==> src/rtl/cpu_mem_pkg.sv <==
// cpu_mem_pkg: shared funct3 codes, FSM encoding and byte-enable helper for the data-memory controller
package cpu_mem_pkg;
  localparam logic [2:0] F3_B  = 3'b000;
  localparam logic [2:0] F3_H  = 3'b001;
  localparam logic [2:0] F3_W  = 3'b010;
  localparam logic [2:0] F3_BU = 3'b100;
  localparam logic [2:0] F3_HU = 3'b101;
  localparam logic [1:0] S_IDLE = 2'd0;
  localparam logic [1:0] S_BUS  = 2'd1;
  localparam logic [1:0] S_RESP = 2'd2;
  function automatic logic [3:0] be_for(input logic [2:0] funct3, input logic [1:0] addr_lo);
    be_for = (funct3 == F3_B || funct3 == F3_BU) ? 4'b0001 << addr_lo :
             (funct3 == F3_H || funct3 == F3_HU) ? (addr_lo[1] ? 4'b1100 : 4'b0011) :
             funct3 == F3_W ? 4'b1111 : 4'b0000;
  endfunction
endpackage

==> src/rtl/cpu_dmem_lane_extract.sv <==
// cpu_dmem_lane_extract: aligns the addressed lane of a read word and sign/zero-extends it
module cpu_dmem_lane_extract
  import cpu_mem_pkg::*;
(
  input  logic [31:0] word,
  input  logic [1:0]  addr_lo,
  input  logic [2:0]  funct3,
  output logic [31:0] data
);
  logic [31:0] sh;
  assign sh = word >> {addr_lo, 3'b000};
  assign data = funct3 == F3_B  ? {{24{sh[7]}}, sh[7:0]} :
                funct3 == F3_H  ? {{16{sh[15]}}, sh[15:0]} :
                funct3 == F3_BU ? {24'b0, sh[7:0]} :
                funct3 == F3_HU ? {16'b0, sh[15:0]} :
                funct3 == F3_W  ? sh : '0;
endmodule

==> src/rtl/cpu_dmem_access_ctrl.sv <==
// cpu_dmem_access_ctrl: single-outstanding load/store controller for a byte-strobed req/ack data bus
module cpu_dmem_access_ctrl
  import cpu_mem_pkg::*;
#(
  parameter int TIMEOUT_CYCLES = 255
) (
  input  logic        clk,
  input  logic        rst_n,
  input  logic        req_valid,
  input  logic        req_load,
  input  logic        req_store,
  input  logic [2:0]  req_funct3,
  input  logic [31:0] req_addr,
  input  logic [31:0] req_wdata,
  output logic        req_ready,
  output logic        resp_valid,
  output logic [31:0] resp_rdata,
  output logic        resp_err,
  output logic        busy,
  output logic        mem_req,
  output logic        mem_we,
  output logic [31:0] mem_addr,
  output logic [31:0] mem_wdata,
  output logic [3:0]  mem_be,
  input  logic        mem_ack,
  input  logic [31:0] mem_rdata
);
  localparam int CW = $clog2(TIMEOUT_CYCLES + 1);
  logic [1:0]    state;
  logic [31:0]   addr_q, wdata_q, word_q, ext;
  logic [2:0]    f3_q;
  logic          we_q, err_q;
  logic [CW-1:0] cnt;
  logic          f3_ok, align_ok, legal, accept, bus, resp, timeout;
  assign f3_ok = req_funct3 == F3_B || req_funct3 == F3_H || req_funct3 == F3_W ||
                 (req_load && (req_funct3 == F3_BU || req_funct3 == F3_HU));
  assign align_ok = (req_funct3 == F3_H || req_funct3 == F3_HU) ? !req_addr[0] :
                    req_funct3 == F3_W ? req_addr[1:0] == 2'b00 : 1'b1;
  assign legal   = (req_load ^ req_store) && f3_ok && align_ok;
  assign accept  = state == S_IDLE && req_valid && (req_load || req_store);
  assign bus     = state == S_BUS;
  assign resp    = state == S_RESP;
  assign timeout = cnt == CW'(TIMEOUT_CYCLES - 1);
  always_ff @(posedge clk or negedge rst_n) begin
    if (!rst_n) begin
      state   <= S_IDLE;
      addr_q  <= '0;
      wdata_q <= '0;
      word_q  <= '0;
      f3_q    <= '0;
      we_q    <= 1'b0;
      err_q   <= 1'b0;
      cnt     <= '0;
    end else if (accept) begin
      addr_q  <= req_addr;
      wdata_q <= req_wdata;
      f3_q    <= req_funct3;
      we_q    <= req_store;
      err_q   <= !legal;
      cnt     <= '0;
      state   <= legal ? S_BUS : S_RESP;
    end else if (bus) begin
      // ack is checked first so a same-cycle ack beats the timeout
      if (mem_ack) begin
        word_q <= mem_rdata;
        state  <= S_RESP;
      end else if (timeout) begin
        err_q <= 1'b1;
        state <= S_RESP;
      end else begin
        cnt <= cnt + 1'b1;
      end
    end else if (resp) begin
      state <= S_IDLE;
    end
  end
  cpu_dmem_lane_extract u_extract (
    .word    (word_q),
    .addr_lo (addr_q[1:0]),
    .funct3  (f3_q),
    .data    (ext)
  );
  assign req_ready  = state == S_IDLE;
  assign busy       = bus || resp;
  assign resp_valid = resp;
  assign resp_err   = resp && err_q;
  assign resp_rdata = (resp && !err_q && !we_q) ? ext : '0;
  assign mem_req    = bus;
  assign mem_we     = bus && we_q;
  assign mem_addr   = bus ? {addr_q[31:2], 2'b00} : '0;
  assign mem_be     = bus ? be_for(f3_q, addr_q[1:0]) : '0;
  assign mem_wdata  = !(bus && we_q) ? '0 :
                      f3_q == F3_B ? {4{wdata_q[7:0]}} :
                      f3_q == F3_H ? {2{wdata_q[15:0]}} : wdata_q;
endmodule

==> config.mk <==
export PLATFORM = sky130hd
export DESIGN_NAME = cpu_dmem_access_ctrl
export DESIGN_NICKNAME = d
export VERILOG_FILES = /design/src/rtl/cpu_mem_pkg.sv /design/src/rtl/cpu_dmem_lane_extract.sv /design/src/rtl/cpu_dmem_access_ctrl.sv
export SDC_FILE = /design/constraint.sdc
export NUM_CORES = 1
export LEC_CHECK = 0
export BUFFER_PORTS_ARGS = -buffer_cell sky130_fd_sc_hd__buf_2
export CAP_MARGIN = 15
export CORE_MARGIN = 10
export CORE_UTILIZATION = 40
export CTS_CLUSTER_DIAMETER = 30
export CTS_CLUSTER_SIZE = 30
export DETAILED_ROUTE_END_ITERATION = 8
export HOLD_SLACK_MARGIN = 0.03
export PLACE_DENSITY = 0.66
export SYNTH_ARGS = -nofsm -noshare
export SYNTH_HDL_FRONTEND = slang
export SYNTH_SLANG_ARGS = --single-unit
==> constraint.sdc <==
create_clock -name clk -period 2.05 [get_ports clk]
set_input_delay 0 -clock clk [delete_from_list [all_inputs] [get_ports clk]]
set_output_delay 0 -clock clk [all_outputs]
set_load 0.01 [all_outputs]
==> impl_results.md, run 1 <==
- Unique masters post-synth: 52
- Final hold vios: 0
- Met2 routed WL: 10440 um
- Worst clock skew: 8.593 ps
- Status: complete, but fails checks
- Leak: 0.004705 uW
- I/O Pins: 211
- First-pass GRT wire length: 31800 um
- Syn_area_per_cell: 8.878 sq um
- Largest net degree at the start of global routing: 50
- Met3 wire length: 1368 um
- Vias in the first global route: 5948
- CTS Buffer Depth: 2
- Cell depth of the worst flop-to-flop path: 6
- FMAX: 484.9 MHz
- WP data required: 2050 ps
- Post-place setup slack: -133.6 ps
- YS warnings: 0
- Peak VDD IR: 548.2 uV
- Worst setup SP type: flip-flop
- Drt pass-1 iters: 5
- Final hold slack: 107.7 ps
- Final min period: 2062 ps
- Final Core Density: 60.24%
- Power per Cell Area: 1175 nW/um^2
- Most frequent CP cell: buf_6
- Fillers: 1255
- CTS tree: yes
- Primary FF master, synth: dfrtp_1
- Core Footprint: 15090 sq um
- Routed len/inst: 17.03 um
- Post-Syn Area: 6135 sq um
- Seq/Total Area, Yosys: 45.28%
- WP data arrival: 2060 ps
- Worst-path cell chain: buf_6, or3b_4, buf_6, nor2_4, nand2_1, a21oi_2, buf_2
- # rows: 45
- Critical path's top delay family: simple AND/OR/NAND/NOR gates
- Worst-Skew Late Latency: 360 ps
- Tcrit/Tclk final: 100.6%
- WL final: 20520 um
- Die W: 143.8 um
- Reg-to-Reg End: cnt[1]
- Final setup fails: 1
- Htree depth: 3
- Final Max Tran Viols: 0
- GP Congestion: 0.8778
- Wire length on met1: 8136 um
- Hold Path Class: in2async
- CP max-delay cell: or3b_4
- RSZ-0062 raised after global routing: true
- Post-Route Setup TNS: -12.27 ps
- Antenna Nets Post-Route: 0
- Post-Synthesis Cells: 691
- Most common cell after layout, fill and taps aside: nand2_1
- Post-route worst setup slack: -12.27 ps
- Top cells by area, synth: dfrtp_1, nand2_1, mux2_1
- Kind of critical path: reg2out
- Top-area cell type share of the netlist area: 45.28%
- Async SR Flop Fraction: 100.0%
- Yosys top cell by area: dfrtp_1
- I/O Buffers: 208
- Top sig layer: met5
- Congestion Overflow GR: 0
- Worst r2r src: state[1]
- CTS sink cnt: 111
- Commonest cells after routing, fill and taps aside: nand2_1, buf_2, dfrtp_1
- Post-DP HPWL: 14270 um
- Max incr delay on CP: 410 ps
- Iter 0 DRT Violations: 339
- Die footprint: 20690 sq um
- Layout cells sized above 1: 32.09%
- Failing checks: setup timing
- Number of synthesized register bits: 111
- Number of synthesized flops with an enable pin: 0
- Via count: 6007
- Crit. End Element: primary output
- Root buf cell: clkbuf_16
- Area grow syn2layout: 48.17%
- Tot GR Track Use: 19.25%
- Die Height: 143.8 um
- Via density: 4.985
- TritonCTS Buffers: 9
- Flop-to-flop setup slack: 230 ps
- Critical path buffers and inverters: 3
- CTS clk-pin slew, worst paths: 80 ps
- Max Cap Viol: 0
- Worst-path fanout max: 8
- Remaining DRCs: 0
- Initial antenna violation count: 3
- Initial Util: 40.66%
- NumNets Final: 1122
==> Yosys cell counts (9+ instances only) <==
master,n
o21ai_0,13
a21oi_2,20
nor2_1,26
and2_1,32
mux2i_1,17
inv_1,9
mux2_1,42
dfrtp_1,111
clkbuf_1,27
a211oi_1,16
nand2_1,245
and3_1,9
a21oi_1,22
==> where the power goes <==
part           total (uW)  internal [uW]  switching, uW
clock                1930           1000            930
sequential           3950           3190            760
combinational        4790           2130           2670
==> through the flow <==
stage	cells	cell area [sq um]	power (uW)
after global placement	1071	7461	8119
after CTS	1192	8866	10370
after global routing	1205	9090	11460
final	1205	9090	10680
after floorplan	692	6138	6780
after detailed placement	1071	7461	8189
==> sequential cells by signal, indices dropped and copies added (netlist names) <==
signal and count:
addr_q 32, f3_q 3, cnt 8, err_q 1, state 2, word_q 32
wdata_q 32, we_q 1
==> cells by family after synthesis <==
logic type,synth area share [%]
XOR/XNOR,0.7138
other,0.06113
buffers and inverters,4.446
AND/OR/NAND/NOR,24.17
adder cells (fa/ha/maj),1.224
multiplexers,11.77
flip-flops,45.28
AO/OA/AOI/OAI,12.34
==> worst max path at each step <==
stage / startpoint / to / slack (ps) / depth (start not counted)
after global placement: addr_q[0] / resp_rdata[22] / -90 / 5
after detailed placement: addr_q[0] / resp_rdata[29] / -130 / 5
after global routing: addr_q[0] / resp_rdata[8] / -100 / 6
after floorplan: state[1] / word_q[0] / 360 / 6
final: f3_q[2] / resp_rdata[22] / -10 / 7
after CTS: addr_q[0] / resp_rdata[18] / -40 / 5
==> routing by layer <==
| layer | vias to the layer above | GRT usage, % |
|---|---|---|
| met5 | - | 0 |
| met4 | 2 | 7.200 |
| li1 | 2928 | - |
| met3 | 43 | 5.215 |
| met1 | 2829 | 22.72 |
| met2 | 205 | 32.62 |
==> cell type report <==
class                           count  area [sq um]  area share, %
Multi-Input combinational cell    525          3163          34.80
Clock buffer                        9         225.2          2.478
Clock inverter                      7         115.1          1.266
Sequential cell                   111          2780          30.59
Antenna cell                        1         2.502        0.02753
Timing Repair Buffer              355          2535          27.89
Inverter                            9         33.78         0.3716
Tap cell                          188         235.2          2.588
==> timing repair <==
item,in CTS,in global routing
gates cloned,0,3
resized for setup,6,28
pin swaps,2,9
setup buffers,4,9
setup endpoints to repair,27,30
hold endpoints to repair,188,0
hold buffers,101,0
Note: power is estimated with default switching activity, not from simulation.
==> run 2, diff against run 1 <==
CORE_ASPECT_RATIO = 0.7   (was default)
==> run 2 against run 1 <==
The run now ends clean; die area rose by 0.39%; clock skew increased by 1.6 ps; sequential cell count stayed put; largest cell class unchanged.
==> impl_results.md, run 2 (synthesis gave the netlist of run 1 again) <==
- CTS sink cnt: 111 (unchanged)
- # rows: 37 (-18%)
- Fillers: 1291 (+2.9%)
- Via density: 4.982 (about the same)
- GP Congestion: 0.8518 (-3.0%)
- Final hold vios: 0 (unchanged)
- CTS tree: yes
- Worst-Skew Late Latency: 350 ps (about the same)
- WP data required: 2050 ps (about the same)
- Kind of critical path: reg2out
- Root buf cell: clkbuf_16
- Area after DPL: 7447 sq um (-0.18%)
- Final Max Tran Viols: 0 (unchanged)
- Worst Tran Pin Value: 601.9 ps
- Layout cells sized above 1: 30.54% (-1.5 points)
- Worst Hold Launch: req_valid
- Power per Cell Area: 1158 nW/um^2 (-1.4%)
- Worst r2r src: state[0]
- Leak: 0.004591 uW (-2.4%)
- Post-place setup slack: 312.0 ps (+445.7 ps)
- Die footprint: 20770 sq um (+0.39%)
- Post-DP HPWL: 14260 um (about the same)
- Final setup fails: 0 (-1)
- Tcrit/Tclk final: 97.41% (-3.2 points)
- Flop-to-flop setup slack: 330 ps (+100 ps)
- Area grow syn2layout: 45.30%
- Most common cell after layout, fill and taps aside: nand2_1
- Remaining DRCs: 0 (unchanged)
- Initial antenna violation count: 1 (-2)
- FMAX: 500.8 MHz (+3.3%)
- WP data arrival: 2000 ps (-60 ps)
- Largest net degree at the start of global routing: 112 (+120%)
- Max_slew headroom: 59.87%
- Status: finished clean
- CTS clk-pin slew, worst paths: 80 ps (about the same)
- First-pass GRT wire length: 32460 um (+2.1%)
- Drt pass-1 iters: 6 (+1)
- Commonest cells after routing, fill and taps aside: nand2_1, buf_2, dfrtp_1
- Tot GR Track Use: 19.10% (-0.15 points)
- Cell depth of the worst flop-to-flop path: 7 (+1)
- Hold Path Class: in2reg
- Die Height: 123.6 um (-14%)
- Crit. End Element: primary output
- Peak VDD IR: 582.7 uV (+6.3%)
- Pwr Total: 10320 uW (-3.3%)
- Htree depth: 3 (unchanged)
- CTS Buffer Depth: 2 (unchanged)
- Final Cell Area: 8914 sq um (-1.9%)
- Vias in the first global route: 6136 (+3.2%)
- Antenna Nets Post-Route: 0 (unchanged)
- Worst clock skew: 10.24 ps (+1.642 ps)
- NumNets Final: 1108 (-1.2%)
- Via count: 5978 (-0.48%)
- Final min period: 1997 ps (-65.32 ps)
- Die W: 168.0 um (+17%)
- Congestion Overflow GR: 0 (unchanged)
- Reg-to-Reg End: wdata_q[8]
- Hold Path Stages: 4
- Post-route worst setup slack: 53.05 ps (+65.32 ps)
- I/O Buffers: 208 (unchanged)
- Max Cap Viol: 0 (unchanged)
- WL final: 20510 um (about the same)
- I/O Pins: 211 (unchanged)
- Worst-path fanout max: 12 (+4)
- Initial Util: 41.28% (+0.63 points)
- Core Footprint: 14860 sq um (-1.5%)
- Iter 0 DRT Violations: 449 (+32%)
- Worst setup SP type: flip-flop
- Routed len/inst: 17.09 um (+0.36%)
- WHS Endpoint: cnt[5]
- Post-Route Setup TNS: 0 ps (+12.27 ps)
- TritonCTS Buffers: 9 (unchanged)
- Largest registers: addr_q: 32 flops, wdata_q: 32 flops, word_q: 32 flops
-- run 2: final cells by class --
| type | count | area, sq um | share of cell area (%) |
|---|---|---|---|
| Antenna cell | 3 | 7.507 | 0.08422 |
| Clock buffer | 9 | 225.2 | 2.527 |
| Clock inverter | 7 | 63.81 | 0.7159 |
| Inverter | 9 | 37.54 | 0.4211 |
| Multi-Input combinational cell | 525 | 3146 | 35.29 |
| Sequential cell | 111 | 2781 | 31.20 |
| Tap cell | 195 | 244.0 | 2.737 |
| Timing Repair Buffer | 341 | 2409 | 27.02 |
-- run 2: per-stage QoR --
stage,hold slack (ps),instances,utilization (%)
2_1_floorplan,-295.6,692,-
3_3_place_gp,140.8,1075,50.11
3_5_place_dp,142.8,1075,50.11
4_1_cts,102.0,1194,59.17
5_1_grt,118.7,1198,59.95
6_report,113.7,1200,59.98
-- run 2: timing repair --
action                                 CTS  global route
buffers inserted                         2             3
hold buffers                           101             0
endpoints found under the hold margin  211             0
setup endpoints to repair               31            50
resized for setup                        2            24
pin swaps                                2             3
-- run 2: worst max path at each step --
stage | start | endpoint | slack [ps] | depth (start not counted)
after global placement | addr_q[0] | resp_rdata[31] | 370 | 7
after global routing | addr_q[0] | resp_rdata[13] | -10 | 7
after detailed placement | addr_q[0] | resp_rdata[31] | 310 | 6
after floorplan | state[1] | word_q[0] | 360 | 6
after CTS | state[1] | mem_wdata[25] | 10 | 7
final | addr_q[0] | resp_rdata[12] | 50 | 5
-- run 2: critical path, cell delays in order (launching register included) --
cell,delay (ps)
dfrtp_2,420
mux4_2,560
o31ai_4,230
buf_6,220
a21oi_2,60
buf_2,140
-- run 2: metal layers --
metal | GRT usage [%] | routed length, um
met1 | 25.41 | 9234
met5 | 0 | 0
met3 | 6.704 | 1825
met2 | 29.37 | 9199
met4 | 4.610 | 247
-- run 2: power breakdown --
part | internal, uW | switching (uW)
Clock | 855 | 882
Combinational | 1990 | 2560
Sequential | 3190 | 836
